===== src/rtl/player_sprite_render_if.sv =====
// Pixel-stream bundle for player_sprite_render: scan position, background
// pixel, sprite position, sprite ROM address/data and the composited output.
// The master side drives the scan stream and answers ROM reads; the slave
// side is the renderer.
interface player_sprite_render_if #(
  parameter int ADDR_W = 9
);
  logic              frame_start;
  logic              pix_valid;
  logic [9:0]        hcount;
  logic [9:0]        vcount;
  logic [7:0]        bg_pixel;
  logic [9:0]        pos_x;
  logic [9:0]        pos_y;
  logic [ADDR_W-1:0] rom_addr;
  logic [7:0]        rom_q;
  logic [7:0]        pix_out;
  logic              pix_out_valid;
  logic              sprite_hit;

  modport master (
    output frame_start, pix_valid, hcount, vcount, bg_pixel, pos_x, pos_y, rom_q,
    input  rom_addr, pix_out, pix_out_valid, sprite_hit
  );

  modport slave (
    input  frame_start, pix_valid, hcount, vcount, bg_pixel, pos_x, pos_y, rom_q,
    output rom_addr, pix_out, pix_out_valid, sprite_hit
  );
endinterface


===== src/rtl/player_sprite_render.sv =====
// Player sprite overlay stage sitting in front of a 1-cycle registered sprite
// ROM. Stage 1 registers the ROM address, stage 2 is the ROM's own register
// (side data delayed alongside it), stage 3 composites sprite over background.
// Sprite position is latched on frame_start only, so the sprite never tears.
// Optional feature macro: SPRITE_COLORKEY_EN (ROM words equal to KEY_COLOR
// become transparent).
module player_sprite_render #(
  parameter int          SPRITE_W  = 20,
  parameter int          SPRITE_H  = 20,
  parameter int          ADDR_W    = 9,
  parameter int          H_ACTIVE  = 640,
  parameter int          V_ACTIVE  = 480,
  parameter logic [7:0]  KEY_COLOR = 8'h00
) (
  input logic                     clock,
  input logic                     reset,
  player_sprite_render_if.slave   bus
);

  localparam int ROW_MAX = SPRITE_W * (SPRITE_H - 1);

  // Advance the row base by one sprite line, holding at the last row's base
  // so a stray extra line end can never wrap the address.
  function automatic logic [ADDR_W-1:0] row_step_sat(input logic [ADDR_W-1:0] base);
    logic [ADDR_W:0] sum;
    sum = {1'b0, base} + (ADDR_W+1)'(SPRITE_W);
    if (sum > (ADDR_W+1)'(ROW_MAX)) return ADDR_W'(ROW_MAX);
    return sum[ADDR_W-1:0];
  endfunction

  logic [9:0]        lx_q, lx_d, ly_q, ly_d;
  logic [ADDR_W-1:0] row_base_q, row_base_d;
  logic [ADDR_W-1:0] rom_addr_p1_q, rom_addr_d;
  logic              in_box_p1_q, vld_p1_q;
  logic [7:0]        bg_p1_q;
  logic              in_box_p2_q, vld_p2_q;
  logic [7:0]        bg_p2_q;
  logic [7:0]        pix_p3_q, pix_d;
  logic              hit_p3_q, hit_d, vld_p3_q;

  logic [10:0] hc, vc, lx, ly;
  logic        in_h, in_v, in_box, row_end, opaque;
  logic [4:0]  col;

  // 11-bit compares so lx+SPRITE_W cannot wrap near the right/bottom edge;
  // the active-area bounds clip any part of the sprite beyond the screen.
  assign hc      = {1'b0, bus.hcount};
  assign vc      = {1'b0, bus.vcount};
  assign lx      = {1'b0, lx_q};
  assign ly      = {1'b0, ly_q};
  assign in_h    = (hc >= lx) && (hc < lx + 11'(SPRITE_W)) && (hc < 11'(H_ACTIVE));
  assign in_v    = (vc >= ly) && (vc < ly + 11'(SPRITE_H)) && (vc < 11'(V_ACTIVE));
  assign in_box  = bus.pix_valid && in_h && in_v;
  assign row_end = bus.pix_valid && (bus.hcount == 10'(H_ACTIVE - 1)) && in_v;
  // Column comes from hcount itself, so a horizontally clipped sprite still
  // addresses the correct ROM column.
  assign col     = bus.hcount[4:0] - lx_q[4:0];

`ifdef SPRITE_COLORKEY_EN
  assign opaque = (bus.rom_q != KEY_COLOR);
`else
  // Every sprite pixel is opaque; the key term folds to a constant so no
  // comparator survives synthesis.
  assign opaque = !(1'b0 && (bus.rom_q == KEY_COLOR));
`endif

  // Next state for the per-frame position latch, row base and ROM address.
  always_comb begin
    lx_d       = lx_q;
    ly_d       = ly_q;
    row_base_d = row_base_q;
    if (bus.frame_start) begin
      lx_d       = bus.pos_x;
      ly_d       = bus.pos_y;
      row_base_d = '0;
    end else if (row_end) begin
      row_base_d = row_step_sat(row_base_q);
    end
    rom_addr_d = in_box ? (row_base_q + ADDR_W'(col)) : '0;
  end

  // Stage 1: address register, position latch and row base.
  always_ff @(posedge clock) begin
    if (reset) begin
      lx_q          <= '0;
      ly_q          <= '0;
      row_base_q    <= '0;
      rom_addr_p1_q <= '0;
      in_box_p1_q   <= 1'b0;
      vld_p1_q      <= 1'b0;
      bg_p1_q       <= '0;
    end else begin
      lx_q          <= lx_d;
      ly_q          <= ly_d;
      row_base_q    <= row_base_d;
      rom_addr_p1_q <= rom_addr_d;
      in_box_p1_q   <= in_box;
      vld_p1_q      <= bus.pix_valid;
      bg_p1_q       <= bus.bg_pixel;
    end
  end

  // Stage 2: side data held for the cycle the ROM spends registering its word.
  always_ff @(posedge clock) begin
    if (reset) begin
      in_box_p2_q <= 1'b0;
      vld_p2_q    <= 1'b0;
      bg_p2_q     <= '0;
    end else begin
      in_box_p2_q <= in_box_p1_q;
      vld_p2_q    <= vld_p1_q;
      bg_p2_q     <= bg_p1_q;
    end
  end

  // Compose selection: blank outside the active area, sprite when opaque
  // and in-box, background otherwise.
  always_comb begin
    pix_d = '0;
    hit_d = 1'b0;
    if (vld_p2_q) begin
      if (in_box_p2_q && opaque) begin
        pix_d = bus.rom_q;
        hit_d = 1'b1;
      end else begin
        pix_d = bg_p2_q;
      end
    end
  end

  // Stage 3: compose register.
  always_ff @(posedge clock) begin
    if (reset) begin
      pix_p3_q <= '0;
      hit_p3_q <= 1'b0;
      vld_p3_q <= 1'b0;
    end else begin
      pix_p3_q <= pix_d;
      hit_p3_q <= hit_d;
      vld_p3_q <= vld_p2_q;
    end
  end

  assign bus.rom_addr      = rom_addr_p1_q;
  assign bus.pix_out       = pix_p3_q;
  assign bus.sprite_hit    = hit_p3_q;
  assign bus.pix_out_valid = vld_p3_q;

endmodule

===== src/flat_wrapper.sv =====
// flat-port wrapper written by rule: the top's interface ports become plain ports
module player_sprite_render_flat 
#(
  parameter int          SPRITE_W  = 20,
  parameter int          SPRITE_H  = 20,
  parameter int          ADDR_W    = 9,
  parameter int          H_ACTIVE  = 640,
  parameter int          V_ACTIVE  = 480,
  parameter logic [7:0]  KEY_COLOR = 8'h00
)
  (clock, reset, bus_frame_start, bus_pix_valid, bus_hcount, bus_vcount, bus_bg_pixel, bus_pos_x, bus_pos_y, bus_rom_q, bus_rom_addr, bus_pix_out, bus_pix_out_valid, bus_sprite_hit);
  player_sprite_render_if #(.ADDR_W(ADDR_W)) bus_i ();
  input logic clock;
  input logic reset;
  input wire logic [$bits(bus_i.frame_start)-1:0] bus_frame_start;
  input wire logic [$bits(bus_i.pix_valid)-1:0] bus_pix_valid;
  input wire logic [$bits(bus_i.hcount)-1:0] bus_hcount;
  input wire logic [$bits(bus_i.vcount)-1:0] bus_vcount;
  input wire logic [$bits(bus_i.bg_pixel)-1:0] bus_bg_pixel;
  input wire logic [$bits(bus_i.pos_x)-1:0] bus_pos_x;
  input wire logic [$bits(bus_i.pos_y)-1:0] bus_pos_y;
  input wire logic [$bits(bus_i.rom_q)-1:0] bus_rom_q;
  output wire logic [$bits(bus_i.rom_addr)-1:0] bus_rom_addr;
  output wire logic [$bits(bus_i.pix_out)-1:0] bus_pix_out;
  output wire logic [$bits(bus_i.pix_out_valid)-1:0] bus_pix_out_valid;
  output wire logic [$bits(bus_i.sprite_hit)-1:0] bus_sprite_hit;
  assign bus_i.frame_start = bus_frame_start;
  assign bus_i.pix_valid = bus_pix_valid;
  assign bus_i.hcount = bus_hcount;
  assign bus_i.vcount = bus_vcount;
  assign bus_i.bg_pixel = bus_bg_pixel;
  assign bus_i.pos_x = bus_pos_x;
  assign bus_i.pos_y = bus_pos_y;
  assign bus_i.rom_q = bus_rom_q;
  assign bus_rom_addr = bus_i.rom_addr;
  assign bus_pix_out = bus_i.pix_out;
  assign bus_pix_out_valid = bus_i.pix_out_valid;
  assign bus_sprite_hit = bus_i.sprite_hit;
  player_sprite_render #(.SPRITE_W(SPRITE_W), .SPRITE_H(SPRITE_H), .ADDR_W(ADDR_W), .H_ACTIVE(H_ACTIVE), .V_ACTIVE(V_ACTIVE), .KEY_COLOR(KEY_COLOR)) u_core (.clock(clock), .reset(reset), .bus(bus_i));
endmodule

===== config.mk =====
export PLATFORM = sky130hd
export DESIGN_NAME = player_sprite_render_flat
export DESIGN_NICKNAME = d
export VERILOG_FILES = /design/src/rtl/player_sprite_render_if.sv /design/src/rtl/player_sprite_render.sv /design/src/flat_wrapper.sv
export SDC_FILE = /design/constraint.sdc
export NUM_CORES = 1
export LEC_CHECK = 0
export BUFFER_PORTS_ARGS = -buffer_cell sky130_fd_sc_hd__buf_2
export CORE_ASPECT_RATIO = 2
export CORE_MARGIN = 3
export CORE_UTILIZATION = 30
export CTS_BUF_LIST = sky130_fd_sc_hd__clkbuf_8
export CTS_CLUSTER_DIAMETER = 60
export DETAILED_ROUTE_END_ITERATION = 8
export SLEW_MARGIN = 20
export SYNTH_ARGS = -nofsm -noshare
export SYNTH_HDL_FRONTEND = slang
export SYNTH_SLANG_ARGS = --single-unit

===== constraint.sdc =====
create_clock -name clock -period 3.7 [get_ports clock]
set_clock_uncertainty 0.05 [all_clocks]
set_input_delay 0.74 -clock clock [delete_from_list [all_inputs] [get_ports clock]]
set_output_delay 0.74 -clock clock [all_outputs]
set_load 0.01 [all_outputs]

==> metrics.md, run 1 <==
| Metric | Value |
|---|---|
| Minimum period implied by the final worst setup slack | `3.30 ns` |
| Initial antenna violation count | `0` |
| Yosys reg bits | `66` |
| First-pass GRT wire length | `14600 microns` |
| Endpoint class of the critical path | `flop` |
| Clock root buffer | `clkbuf_8` |
| Setup-failing EPs final | `0` |
| Total grt overflow | `0` |
| Core ar. | `11800 sq um` |
| Most frequent cells in the layout | `buf_2 (78), dfxtp_1 (66), nor2_1 (45), ha_1 (44), inv_1 (30)` |
| Worst relative slew slack | `0.469` |
| Worst vdd ir | `0.187 mV` |
| Layout cells sized above 1 | `0.209` |
| Clk Latency, worst-skew pair | `0.35 ns` |
| RSZ-0062 raised after global routing | `no` |
| Worst Path Max Fanout | `9` |
| H-tree level count | `3` |
| Status | `completed` |
| Final Net Count | `579` |
| I/O Pins | `79` |
| Clock Tree Buf Depth | `2` |
| Starting Density | `0.309` |
| Total CTS buffers | `9` |
| Max Cap Violations | `0` |
| Vias in the first global route | `3269` |
| Vias per cell | `4.83` |
| Area Growth Syn to Fin | `19.7%` |
| WP data arrival | `3.46 ns` |
| Drt drc | `0` |
| Routed Antenna Nets | `0` |
| Die W | `84.1 microns` |
| Syn_area_per_cell | `9.17 sq um` |
| Slowest stage cell on the critical path | `a2111oi_4` |
| Final GP Congestion | `0.863` |
| Required time worst endpoint | `3.86 ns` |
| Design Area, Final | `4380 sq um` |
| PD cells | `371 nW/um^2` |
| Slew @ Worst Pin | `0.796 ns` |
| Max Clock Freq | `303 MHz` |
| Drt total wl | `8830 microns` |
| Hold Path Class | `flop to flop` |
| Post-CTS Repair Setup Buffers | `0` |
| Commonest non-fill, non-tap cell in the layout | `buf_2` |
| Most frequent CP cell | `ha_1` |
| Tcrit/Tclk final | `0.892` |
| Starting DRT DRC Count | `111` |
| Die height | `162 microns` |
| Kind of cell adding the most delay to the critical path | `compound AO/OA/AOI/OAI gates` |
| Post-synth cell types | `53` |
| CP peak stage delay | `0.66 ns` |
| WL/cell | `14.1 microns` |
| IO buf count | `78` |
| LEAKAGE | `1.92 nW` |
| CTS Hold Bufs | `0` |
| Vias | `3014` |
| CTS clk-pin slew, worst paths | `0.08 ns` |
| Synth Net Count | `504` |
| Dominant synthesized flop cell | `dfxtp_1` |
| Register area share after synthesis | `0.361` |
| Mapped Area | `3660 sq um` |
| DRT Pass-1 Iters | `4` |
| Number of synthesized flops with an enable pin | `0` |
| Critical path, cell by cell | `ha_1 -> nor2_1 -> or3_1 -> xnor2_1 -> ha_1 -> a211oi_1 -> o211a_1 -> o21ai_0 -> a2111oi_4 -> and2_1 -> a311oi_1` |
| Placed Instance Area | `4180 sq um` |
| R2r setup slk | `0.40 ns` |
| PostCTS Resize Cnt | `0` |
| Synth warn | `0` |
| Slew Limit Fails | `0` |
| Gate Count Post-Synth | `399` |
| Tot GR Track Use | `0.134` |
| Critical path type | `flop to flop` |
| CTS tree | `done` |
| Antenna cells | `0` |
| Fin Setup TNS | `0 ns` |
| Post-synth ARST share | `0` |
| Row count | `56` |
| Largest net degree at the start of global routing | `43` |
| Post-DP HPWL | `7130 microns` |
| Final Hold Fails | `0` |
| Clk sinks | `66` |
| Worst setup SP type | `flop` |
| Die area | `13600 sq um` |
| # fillers | `1221` |
| Worst Path Buf+Inv | `0` |
[cells in the mapped netlist, types with 2 or more instances]
| cell | instances | area [sq um] |
|---|---|---|
| a21boi_0 | 2 | 15.0 |
| xor2_1 | 3 | 26.3 |
| and2_1 | 3 | 18.8 |
| mux2i_1 | 28 | 280 |
| dfxtp_1 | 66 | 1320 |
| nor2_1 | 45 | 169 |
| nand3_1 | 9 | 45.0 |
| nand2b_1 | 5 | 31.3 |
| or4_1 | 2 | 15.0 |
| or3_1 | 2 | 12.5 |
| a21o_1 | 9 | 67.6 |
| nand4b_1 | 2 | 17.5 |
| nor3_1 | 11 | 55.1 |
| buf_1 | 5 | 18.8 |
| a311oi_1 | 3 | 26.3 |
| a211oi_1 | 4 | 30.0 |
| nand4_1 | 5 | 31.3 |
| o21ai_0 | 9 | 45.0 |
| nor3b_1 | 2 | 15.0 |
| nand2_1 | 12 | 45.0 |
| clkbuf_1 | 9 | 33.8 |
| o21a_1 | 2 | 15.0 |
| a21oi_1 | 19 | 95.1 |
| inv_1 | 30 | 113 |
| xnor2_1 | 20 | 175 |
| ha_1 | 44 | 551 |
| nor2b_1 | 22 | 138 |
[flip-flops by register name (all words and copies together), names as in the netlist, 7 cells and up]
register	flops
u_core.row_base_q	7
u_core.bg_p1_q	8
u_core.lx_q	10
u_core.bg_p2_q	8
u_core.bus.pix_out	8
u_core.bus.rom_addr	9
u_core.ly_q	10
[worst paths after layout]
check | end | depth (start not counted) | start
setup / recovery | u_core.row_base_q[4] | 11 | u_core.ly_q[2]
hold / removal | u_core.bg_p2_q[1] | 1 | u_core.bg_p1_q[1]
setup reg to reg | u_core.row_base_q[4] | 11 | u_core.ly_q[2]
hold reg to reg | u_core.bg_p2_q[1] | 1 | u_core.bg_p1_q[1]
[power by group]
part / internal, mW / total [mW] / switching, mW
Clock: 0.315 / 0.620 / 0.305
Sequential: 0.733 / 0.748 / 0.0151
Combinational: 0.121 / 0.254 / 0.133
[logic make-up after synthesis]
family	count (synthesis)	share of synthesized area
compound gates	64	0.126
xor+xnor	23	0.0551
fa+ha+maj	45	0.156
buf+inv	44	0.0452
flops	66	0.361
mux	28	0.0766
other cells	1	0.00103
simple gates	128	0.179
[final cells by class]
type,count,area [sq um],share of cell area
tap,145,181,0.0415
clock inverter,7,76.3,0.0174
clock buffer,9,124,0.0283
multi-input combinational,289,2170,0.496
timing repair buffer,78,390,0.0892
inverter,30,113,0.0257
sequential,66,1320,0.302
[worst register-to-register path, delay by kind of cell (launching register included)]
kind | cells | cell delay [ns]
compound gates | 5 | 1.40
xor+xnor | 1 | 0.14
fa+ha+maj | 2 | 0.50
flops | 1 | 0.42
simple gates | 3 | 0.67
[stage by stage]
step	cells	power [mW]	hold slack [ns]	util	setup slack, ns
floorplan	399	0.938	0.364	-	0.773
global placement	608	1.02	0.367	0.353	0.572
detailed placement	608	1.02	0.381	0.353	0.459
CTS	624	1.66	0.399	0.370	0.395
global route	624	1.73	0.415	0.370	0.143
finish	624	1.62	0.394	0.370	0.399
[per-layer routing]
layer / routed length (microns) / share of wire / global-route usage
met5: 0 / 0 / 0
met1: 3040 / 0.34 / 0.119
met3: 308 / 0.035 / 0.0249
met2: 5220 / 0.59 / 0.275
met4: 253 / 0.029 / 0.0688
Note: power is estimated with default switching activity, not from simulation.
==> run 2: changes to the inputs <==
==> constraint.sdc (replaced) <==
create_clock -name clock -period 2.7 [get_ports clock]
set_clock_uncertainty 0.05 [all_clocks]
set_input_delay 0.54 -clock clock [delete_from_list [all_inputs] [get_ports clock]]
set_output_delay 0.54 -clock clock [all_outputs]
set_load 0.01 [all_outputs]
==> metrics.md, run 2 (synthesis results as in run 1) <==
| Metric | Value |
|---|---|
| Status | `finished, violations left` |
| Failing checks | `negative setup slack` |
| Tot GR Track Use | `0.137` |
| Slew Limit Fails | `0` |
| Vias | `3109` |
| Critical path type | `flop to flop` |
| Clk pwr share | `0.358` |
| H-tree level count | `3` |
| Post-CTS Repair Setup Buffers | `0` |
| Final GP Congestion | `0.869` |
| Final worst slack | `-0.0693 ns` |
| Hold Path Class | `input pin to flop` |
| CTS Hold Bufs | `0` |
| Tcrit/Tclk final | `1.03` |
| CTS tree | `done` |
| R2R depth | `11` |
| Routed Antenna Nets | `0` |
| Core ar. | `11800 sq um` |
| Clock Tree Buf Depth | `2` |
| Clk sinks | `66` |
| WHS Path Cells | `2` |
| Row count | `56` |
| RR Startpoint | `u_core.ly_q[3]` |
| R2r endpoint | `u_core.row_base_q[7]` |
| Starting DRT DRC Count | `146` |
| Placed Instance Area | `4310 sq um` |
| Final Hold Fails | `0` |
| Largest net degree at the start of global routing | `42` |
| Sw power | `658 uW` |
| Fin Setup TNS | `-0.0885 ns` |
| Endpoint class of the critical path | `flop` |
| RSZ-0062 raised after global routing | `yes` |
| DRT Pass-1 Iters | `4` |
| Antenna cells | `0` |
| Layout cells sized above 1 | `0.251` |
| Vias in the first global route | `3322` |
| Area Growth Syn to Fin | `23.6%` |
| Worst setup SP type | `flop` |
| First-pass GRT wire length | `14900 microns` |
| Setup-failing EPs final | `2` |
| Clk Latency, worst-skew pair | `0.35 ns` |
| Multi-input gate area | `2210 sq um` |
| Worst Path Max Fanout | `3` |
| CTS clk-pin slew, worst paths | `0.08 ns` |
| Worst vdd ir | `0.183 mV` |
| Starting Density | `0.309` |
| Power Total | `2.20 mW` |
| Die area | `13600 sq um` |
| Final Net Count | `595` |
| Die height | `162 microns` |
| Combinational fraction of design power | `0.177` |
| Commonest non-fill, non-tap cell in the layout | `buf_2` |
| Total grt overflow | `0` |
| Switching share of total power | `0.299` |
| Hold Path Origin | `bus_bg_pixel[2]` |
| Worst Hold Path EP | `u_core.bg_p1_q[2]` |
| Required time worst endpoint | `2.90 ns` |
| DP Worst Slack | `-0.139 ns` |
| Worst relative slew slack | `0.561` |
| Max Cap Violations | `0` |
| # fillers | `1217` |
| Most frequent cells in the layout | `buf_2 (79), dfxtp_1 (64), nor2_1 (45), ha_1 (43), inv_1 (30)` |
| Total CTS buffers | `9` |
| PD cells | `486 nW/um^2` |
| Max Clock Freq | `361 MHz` |
| Post-DP HPWL | `7320 microns` |
| IO buf count | `78` |
| Design Area, Final | `4520 sq um` |
| Clock root buffer | `clkbuf_8` |
| I/O Pins | `79` |
| Drt drc | `0` |
| Vias per cell | `4.86` |
| Seq pwr share | `0.465` |
| Minimum period implied by the final worst setup slack | `2.77 ns` |
| Initial antenna violation count | `0` |
| Slew @ Worst Pin | `0.659 ns` |
| WL/cell | `14.0 microns` |
| LEAKAGE | `2.00 nW` |
| Internal | `1.54 mW` |
| Area occupied by registers | `1320 sq um` |
| R2r setup slk | `-0.07 ns` |
| Die W | `84.1 microns` |
| Drt total wl | `8960 microns` |
| WP data arrival | `2.97 ns` |
-- run 2: cell type report --
cell class	instances	area share
Multi-Input combinational cell	289	0.489
Sequential cell	66	0.293
Timing Repair Buffer	94	0.112
Tap cell	145	0.0401
Clock buffer	9	0.0274
Inverter	30	0.0249
Clock inverter	7	0.0130
-- run 2: power groups by stage --
stage | logic, mW | clock network [mW] | registers, mW
after detailed placement | 0.386 | 0 | 1.05
after floorplan | 0.245 | 0 | 1.04
after global placement | 0.375 | 0 | 1.04
final | 0.388 | 0.787 | 1.02
after CTS | 0.391 | 0.827 | 1.02
after global routing | 0.445 | 0.855 | 1.03
-- run 2: per-layer routing --
metal  up-vias  global-route usage  wire length [microns]
met5         -                   0                      0
met3        28              0.0208                    285
met2        70               0.278                   5330
met4         0              0.0849                    419
li1       1565                   -                      -
met1      1446               0.121                   2920
-- run 2: how the worst max path moves through the flow --
stage | depth (start not counted) | to | startpoint
2_1_floorplan | 11 | u_core.row_base_q[7] | u_core.ly_q[2]
3_3_place_gp | 13 | u_core.bus.rom_addr[7] | bus_hcount[0]
3_5_place_dp | 13 | u_core.bus.rom_addr[7] | bus_hcount[0]
4_1_cts | 11 | u_core.row_base_q[7] | u_core.ly_q[3]
5_1_grt | 11 | u_core.row_base_q[7] | u_core.ly_q[3]
6_report | 11 | u_core.row_base_q[7] | u_core.ly_q[3]
-- run 2: timing repair --
action | in CTS | in global routing
gates cloned | 1 | 0
endpoints found under the setup margin | 14 | 17
gates resized for setup | 2 | 3
pin swaps | 5 | 3
-- run 2: worst max-delay path: stages, from the launching register on --
cell	delay [ns]
dfxtp_2	0.36
ha_4	0.13
nor2_1	0.04
or3_1	0.32
xnor2_1	0.14
ha_1	0.30
a211oi_2	0.20
o211a_1	0.18
o21ai_2	0.09
a21oi_1	0.16
or4b_1	0.44
a32o_1	0.26
-- run 2: metrics by stage --
step / hold slack [ns] / utilization / instances
2_1_floorplan: 0.364 / - / 399
3_3_place_gp: 0.371 / 0.364 / 623
3_5_place_dp: 0.374 / 0.364 / 623
4_1_cts: 0.319 / 0.380 / 640
5_1_grt: 0.339 / 0.382 / 640
6_report: 0.338 / 0.382 / 640
